--- src/rtl/md5_guess_generator.sv ---
// Brute-force candidate generator for the MD5 pipeline: enumerates every
// string over [CHAR_MIN, CHAR_MAX] for lengths start_len..end_len, byte 0 in guess[127:120].
module md5_guess_generator #(
  parameter logic [7:0]  CHAR_MIN = 8'h20,
  parameter logic [7:0]  CHAR_MAX = 8'h7E,
  parameter int unsigned INDEX_W  = 64
) (
  input  logic               clk,
  input  logic               reset,
  input  logic               start,
  input  logic               abort,
  input  logic [3:0]         start_len,
  input  logic [3:0]         end_len,
  input  logic               out_ready,
  output logic               guess_valid,
  output logic [127:0]       guess,
  output logic [3:0]         guesslen,
  output logic [INDEX_W-1:0] guess_index,
  output logic               busy,
  output logic               done,
  output logic               cfg_err
);

  typedef enum logic [1:0] {
    IDLE = 2'd0,
    RUN  = 2'd1,
    DONE = 2'd2
  } state_e;

  state_e state_q, state_d;

  // Element e of the packed array holds byte position 15-e, so element 15 is guess[127:120].
  logic [15:0][7:0]   guess_q, guess_d;
  logic [15:0][7:0]   odo_bytes;
  logic               odo_carry;
  logic [3:0]         guesslen_q, guesslen_d;
  logic [3:0]         end_len_q, end_len_d;
  logic [INDEX_W-1:0] index_q, index_d;
  logic               valid_q, valid_d;
  logic               busy_q, busy_d;
  logic               done_q, done_d;
  logic               cfg_err_q, cfg_err_d;

  logic xfer;
  logic cfg_ok;
  logic len_done;

  assign xfer     = valid_q && out_ready;
  assign cfg_ok   = (start_len != 4'd0) && (start_len <= end_len);
  assign len_done = (guesslen_q >= end_len_q);

  // Odometer step over the active bytes; the rightmost active byte ticks fastest.
  always_comb begin
    odo_bytes = guess_q;
    odo_carry = 1'b1;
    for (int e = 0; e < 16; e++) begin
      if (odo_carry && ((5'(e) + {1'b0, guesslen_q}) >= 5'd16)) begin
        if (guess_q[4'(e)] == CHAR_MAX) begin
          odo_bytes[4'(e)] = CHAR_MIN;
        end else begin
          odo_bytes[4'(e)] = guess_q[4'(e)] + 8'd1;
          odo_carry        = 1'b0;
        end
      end
    end
  end

  // State register
  always_ff @(posedge clk) begin
    if (reset) begin
      state_q <= IDLE;
    end else begin
      state_q <= state_d;
    end
  end

  // Next-state logic
  always_comb begin
    state_d = state_q;
    case (state_q)
      IDLE: begin
        if (start) begin
          state_d = cfg_ok ? RUN : DONE;
        end
      end
      RUN: begin
        if (abort) begin
          state_d = IDLE;
        end else if (xfer && odo_carry && len_done) begin
          state_d = DONE;
        end
      end
      DONE: begin
        if (abort) begin
          state_d = IDLE;
        end else if (start) begin
          state_d = cfg_ok ? RUN : DONE;
        end
      end
      default: state_d = IDLE;
    endcase
  end

  // Output / datapath next values
  always_comb begin
    guess_d    = guess_q;
    guesslen_d = guesslen_q;
    end_len_d  = end_len_q;
    index_d    = index_q;
    cfg_err_d  = cfg_err_q;
    valid_d    = (state_d == RUN);
    busy_d     = (state_d == RUN);
    done_d     = (state_d == DONE);

    case (state_q)
      IDLE, DONE: begin
        if (start && !(state_q == DONE && abort)) begin
          cfg_err_d = !cfg_ok;
          if (cfg_ok) begin
            guesslen_d = start_len;
            end_len_d  = end_len;
            index_d    = '0;
            for (int e = 0; e < 16; e++) begin
              guess_d[4'(e)] = ((5'(e) + {1'b0, start_len}) >= 5'd16) ? CHAR_MIN : 8'h00;
            end
          end
        end
      end
      RUN: begin
        if (xfer && !abort) begin
          index_d = index_q + INDEX_W'(1);
          if (!odo_carry) begin
            guess_d = odo_bytes;
          end else if (!len_done) begin
            // Length rollover: every old byte already wrapped to CHAR_MIN; activate one more.
            guess_d                      = odo_bytes;
            guess_d[4'd15 - guesslen_q]  = CHAR_MIN;
            guesslen_d                   = guesslen_q + 4'd1;
          end
        end
      end
      default: ;
    endcase
  end

  // Datapath and output registers
  always_ff @(posedge clk) begin
    if (reset) begin
      guess_q    <= '0;
      guesslen_q <= '0;
      end_len_q  <= '0;
      index_q    <= '0;
      valid_q    <= 1'b0;
      busy_q     <= 1'b0;
      done_q     <= 1'b0;
      cfg_err_q  <= 1'b0;
    end else begin
      guess_q    <= guess_d;
      guesslen_q <= guesslen_d;
      end_len_q  <= end_len_d;
      index_q    <= index_d;
      valid_q    <= valid_d;
      busy_q     <= busy_d;
      done_q     <= done_d;
      cfg_err_q  <= cfg_err_d;
    end
  end

  assign guess_valid = valid_q;
  assign guess       = guess_q;
  assign guesslen    = guesslen_q;
  assign guess_index = index_q;
  assign busy        = busy_q;
  assign done        = done_q;
  assign cfg_err     = cfg_err_q;

endmodule

--- config.mk ---
export PLATFORM = sky130hd
export DESIGN_NAME = md5_guess_generator
export DESIGN_NICKNAME = d
export VERILOG_FILES = /design/src/rtl/md5_guess_generator.sv
export SDC_FILE = /design/constraint.sdc
export NUM_CORES = 1
export LEC_CHECK = 0
export CORE_UTILIZATION = 45
export DETAILED_ROUTE_END_ITERATION = 10
export PLACE_DENSITY = 0.86
export SKIP_LAST_GASP = 1
export SYNTH_ARGS = -nofsm -noshare
export SYNTH_HDL_FRONTEND = slang
export SYNTH_SLANG_ARGS = --single-unit
--- constraint.sdc ---
create_clock -name clk -period 2.7 [get_ports clk]
set_input_delay 0.405 -clock clk [delete_from_list [all_inputs] [get_ports clk]]
set_output_delay 0.405 -clock clk [all_outputs]
set_load 0.01 [all_outputs]
==> impl_metrics.py <==
metrics = {
    "outcome": {
        "status": "complete, no violations",
    },
    "global_route": {
        "use_met1": 0.315,
        "met2_usage": 0.425,
        "busiest_layer": "met2",
        "grt_max_degree": 51,
        "first_global_vias": 9030,
        "use_met3": 0.0610,
        "antenna_found_initial": 0,
        "grt-ovfl-total": 0,
        "grt_pass1_wl_um": 44900,
        "grt_use_total": 0.255,
    },
    "clocking": {
        "root_buffer": "clkbuf_16",
        "cts_hold_buf": 0,
        "cts_buffers": 23,
        "cts_sinks": 205,
        "cts_tree": "built",
        "insertion_delay_ns": 0.53,
        "clock_path_buffers": 3,
        "htree_num_levels": 1,
        "clkTransAtPathRegs_ns": 0.06,
    },
    "critical_path": {
        "critPathLaunchType": "flip-flop",
        "critPathArrivalTime_ns": 3.05,
        "crit_fanout": 9,
        "setup.worst_path.end_class": "flip-flop",
        "r2r_cells": 11,
        "critical_path_required_ns": 3.10,
        "criticalPathCategory": "reg -> reg",
    },
    "finish": {
        "layout_common_cells": "208 x clkdlybuf4s50_1, 202 x dfxtp_1, 98 x buf_4",
        "area_delta_synth_final_pct": 43.0,
        "seqCellArea_um2": 4110,
        "final_area_um2": 13200,
        "antennaDiodeCount": 0,
        "drive_above_1_share": 0.134,
        "post-route-util": 0.655,
        "finalNetCount": 1411,
        "fill_cells": 1616,
        "final_common_cell": "clkdlybuf4s50_1",
        "multi_input_area_um2": 4910,
    },
    "sta": {
        "slew_violations": 0,
        "worst_slew_pin_slew_ns": 0.865,
        "min_period_ns": 2.65,
        "max_freq_ghz": 0.378,
        "clock-skew-final_ns": 0.00921,
        "finalWorstSetupSlack_ns": 0.0526,
        "hold_viol": 0,
        "rsz0062_at_grt": "true",
        "setup_viol": 0,
        "finalCritPeriodShare": 0.981,
        "relSlewSlack": 0.419,
    },
    "yosys": {
        "synth_warnings": 0,
        "ys.flop_type": "dfxtp_1",
        "synthArstFlopShare": 0,
        "syn_area_um2": 9240,
        "seq_area_frac_synth": 0.444,
        "syn-num-nets": 1116,
        "synthCells": 1076,
        "synth-edff-count": 0,
        "avgSynthCellArea_um2": 8.58,
        "synth-seq-cells": 205,
        "ys_types": 70,
    },
    "hold_path": {
        "min_path_cells": 3,
        "hold_path_class": "in -> reg",
    },
    "floorplanning": {
        "pin_count": 213,
        "start_util": 0.458,
        "fp-row-count": 52,
        "die_x_um": 145,
        "die_h_um": 145,
        "core_area_um2": 20200,
        "die_area_um2": 21100,
    },
    "route": {
        "num_vias": 9425,
        "dr.pass1.iters": 5,
        "postRouteAntennaNets": 0,
        "post_drt_wl_per_cell_um": 17.0,
        "totalWireLength_um": 28100,
        "drt_iter0_markers": 799,
        "avgViaCountPerCell": 5.68,
        "drc": 0,
    },
    "placement": {
        "dp_slack_ns": -0.576,
        "place_congestion": 0.917,
        "post_dp_cell_area_um2": 12300,
        "hpwlAfterDp_um": 19600,
        "io_buffers": 212,
    },
    "power_and_ir_drop": {
        "p_per_area_nw_per_um2": 540,
        "p_leak_nw": 4.89,
        "p_seq_frac": 0.436,
        "p_comb_frac": 0.126,
        "switching_share": 0.265,
        "pwr-share-clk": 0.437,
        "irDropWorstVdd_uv": 468,
        "power_switching_mw": 1.89,
        "p_int_mw": 5.24,
    },
    "run": {
        "maxCapViolations": 0,
    },
}
through the flow:
step,setup TNS (ns),hold WS [ns],total power [mW],std cells
3_5_place_dp,-41.42,0.448,4.03,1610
4_1_cts,0,0.305,7.13,1652
6_report,0,0.202,7.13,1658
5_1_grt,-0.180,0.203,7.38,1658
2_1_floorplan,0,0.436,3.61,1076
3_3_place_gp,-36.88,0.440,4.01,1610
power groups by stage:
stage                     Sequential [mW]  Clock [mW]  Combinational [mW]
final                                3.11        3.12               0.901
after detailed placement             3.17           0               0.858
after floorplan                      3.18           0               0.431
after global placement               3.17           0               0.839
after CTS                            3.11        3.16               0.869
after global routing                 3.11        3.30               0.970
synth_stat cells (all sizes together) (5+ instances only):
cell    instances  area share
and3           22       0.015
a211oi          5      0.0046
xnor2          20       0.019
a21oi          81       0.044
o21ai          65       0.035
and4            9      0.0085
dfxtp         205        0.44
o31ai          12      0.0098
nor2           92       0.038
nand4          43       0.030
buf            11      0.0069
and2           32       0.022
nand2          95       0.039
ha             27       0.037
xor2           21       0.020
or3            24       0.016
nor3           19       0.012
a31oi          14      0.0095
inv            37       0.015
or2             6      0.0041
a21o            5      0.0041
nand3          42       0.023
nand2b          6      0.0041
o41ai           5      0.0047
nor4           11      0.0075
clkbuf         35       0.014
nor2b          52       0.035
or4            12      0.0098
o211ai          6      0.0049
cell families after synthesis:
| logic type | after synthesis | share of synthesized area |
|---|---|---|
| simple gates | 473 | 0.271 |
| compound gates | 243 | 0.169 |
| flops | 205 | 0.444 |
| buf+inv | 83 | 0.0362 |
| xor+xnor | 41 | 0.0389 |
| fa+ha+maj | 27 | 0.0366 |
| mux | 4 | 0.00434 |
critical path, stage by stage, from the launching register on:
cell	delay, ns
dfxtp_1	0.31
buf_4	0.15
ha_1	0.24
nor2_1	0.23
nand4_1	0.27
a211o_1	0.34
buf_4	0.16
nand3_1	0.22
buf_4	0.24
a21oi_1	0.05
o21ai_0	0.19
o31ai_1	0.12
routing by layer:
| metal | routed length, µm | vias to the layer above |
|---|---|---|
| met5 | 0 | - |
| met2 | 13100 | 440 |
| met4 | 1040 | 0 |
| met3 | 2320 | 94 |
| met1 | 11600 | 4438 |
| li1 | - | 4453 |
path summary, 6_finish.rpt:
path,startpoint,end,slack (ns)
worst max-delay path,guesslen[0],guess[28],0.05
worst min-delay path,end_len[2],end_len_q[2],0.20
worst max register to register,guesslen[0],guess[28],0.05
worst min register to register,guess[121],guess[121],0.46
state kept, by name (all words and copies together), names as in the netlist:
| name | count |
|---|---|
| guess | 128 |
| guesslen | 4 |
| guess_index | 64 |
| state_q | 2 |
| busy | 1 |
| cfg_err | 1 |
| done | 1 |
| end_len_q | 4 |
layout make-up:
cell class | instances | share of cell area
Multi-Input combinational cell | 789 | 0.372
Sequential cell | 205 | 0.311
Timing Repair Buffer | 315 | 0.223
Clock buffer | 29 | 0.0491
Tap cell | 270 | 0.0256
Inverter | 37 | 0.0105
Clock inverter | 13 | 0.00862
repair_timing:
| item | in CTS | in global routing |
|---|---|---|
| pin swaps | 0 | 12 |
| cloned | 0 | 1 |
| resized for setup | 3 | 23 |
| setup endpoints to repair | 8 | 51 |
| setup buffers | 0 | 5 |
No activity file was read; power rests on OpenSTA's default activity.
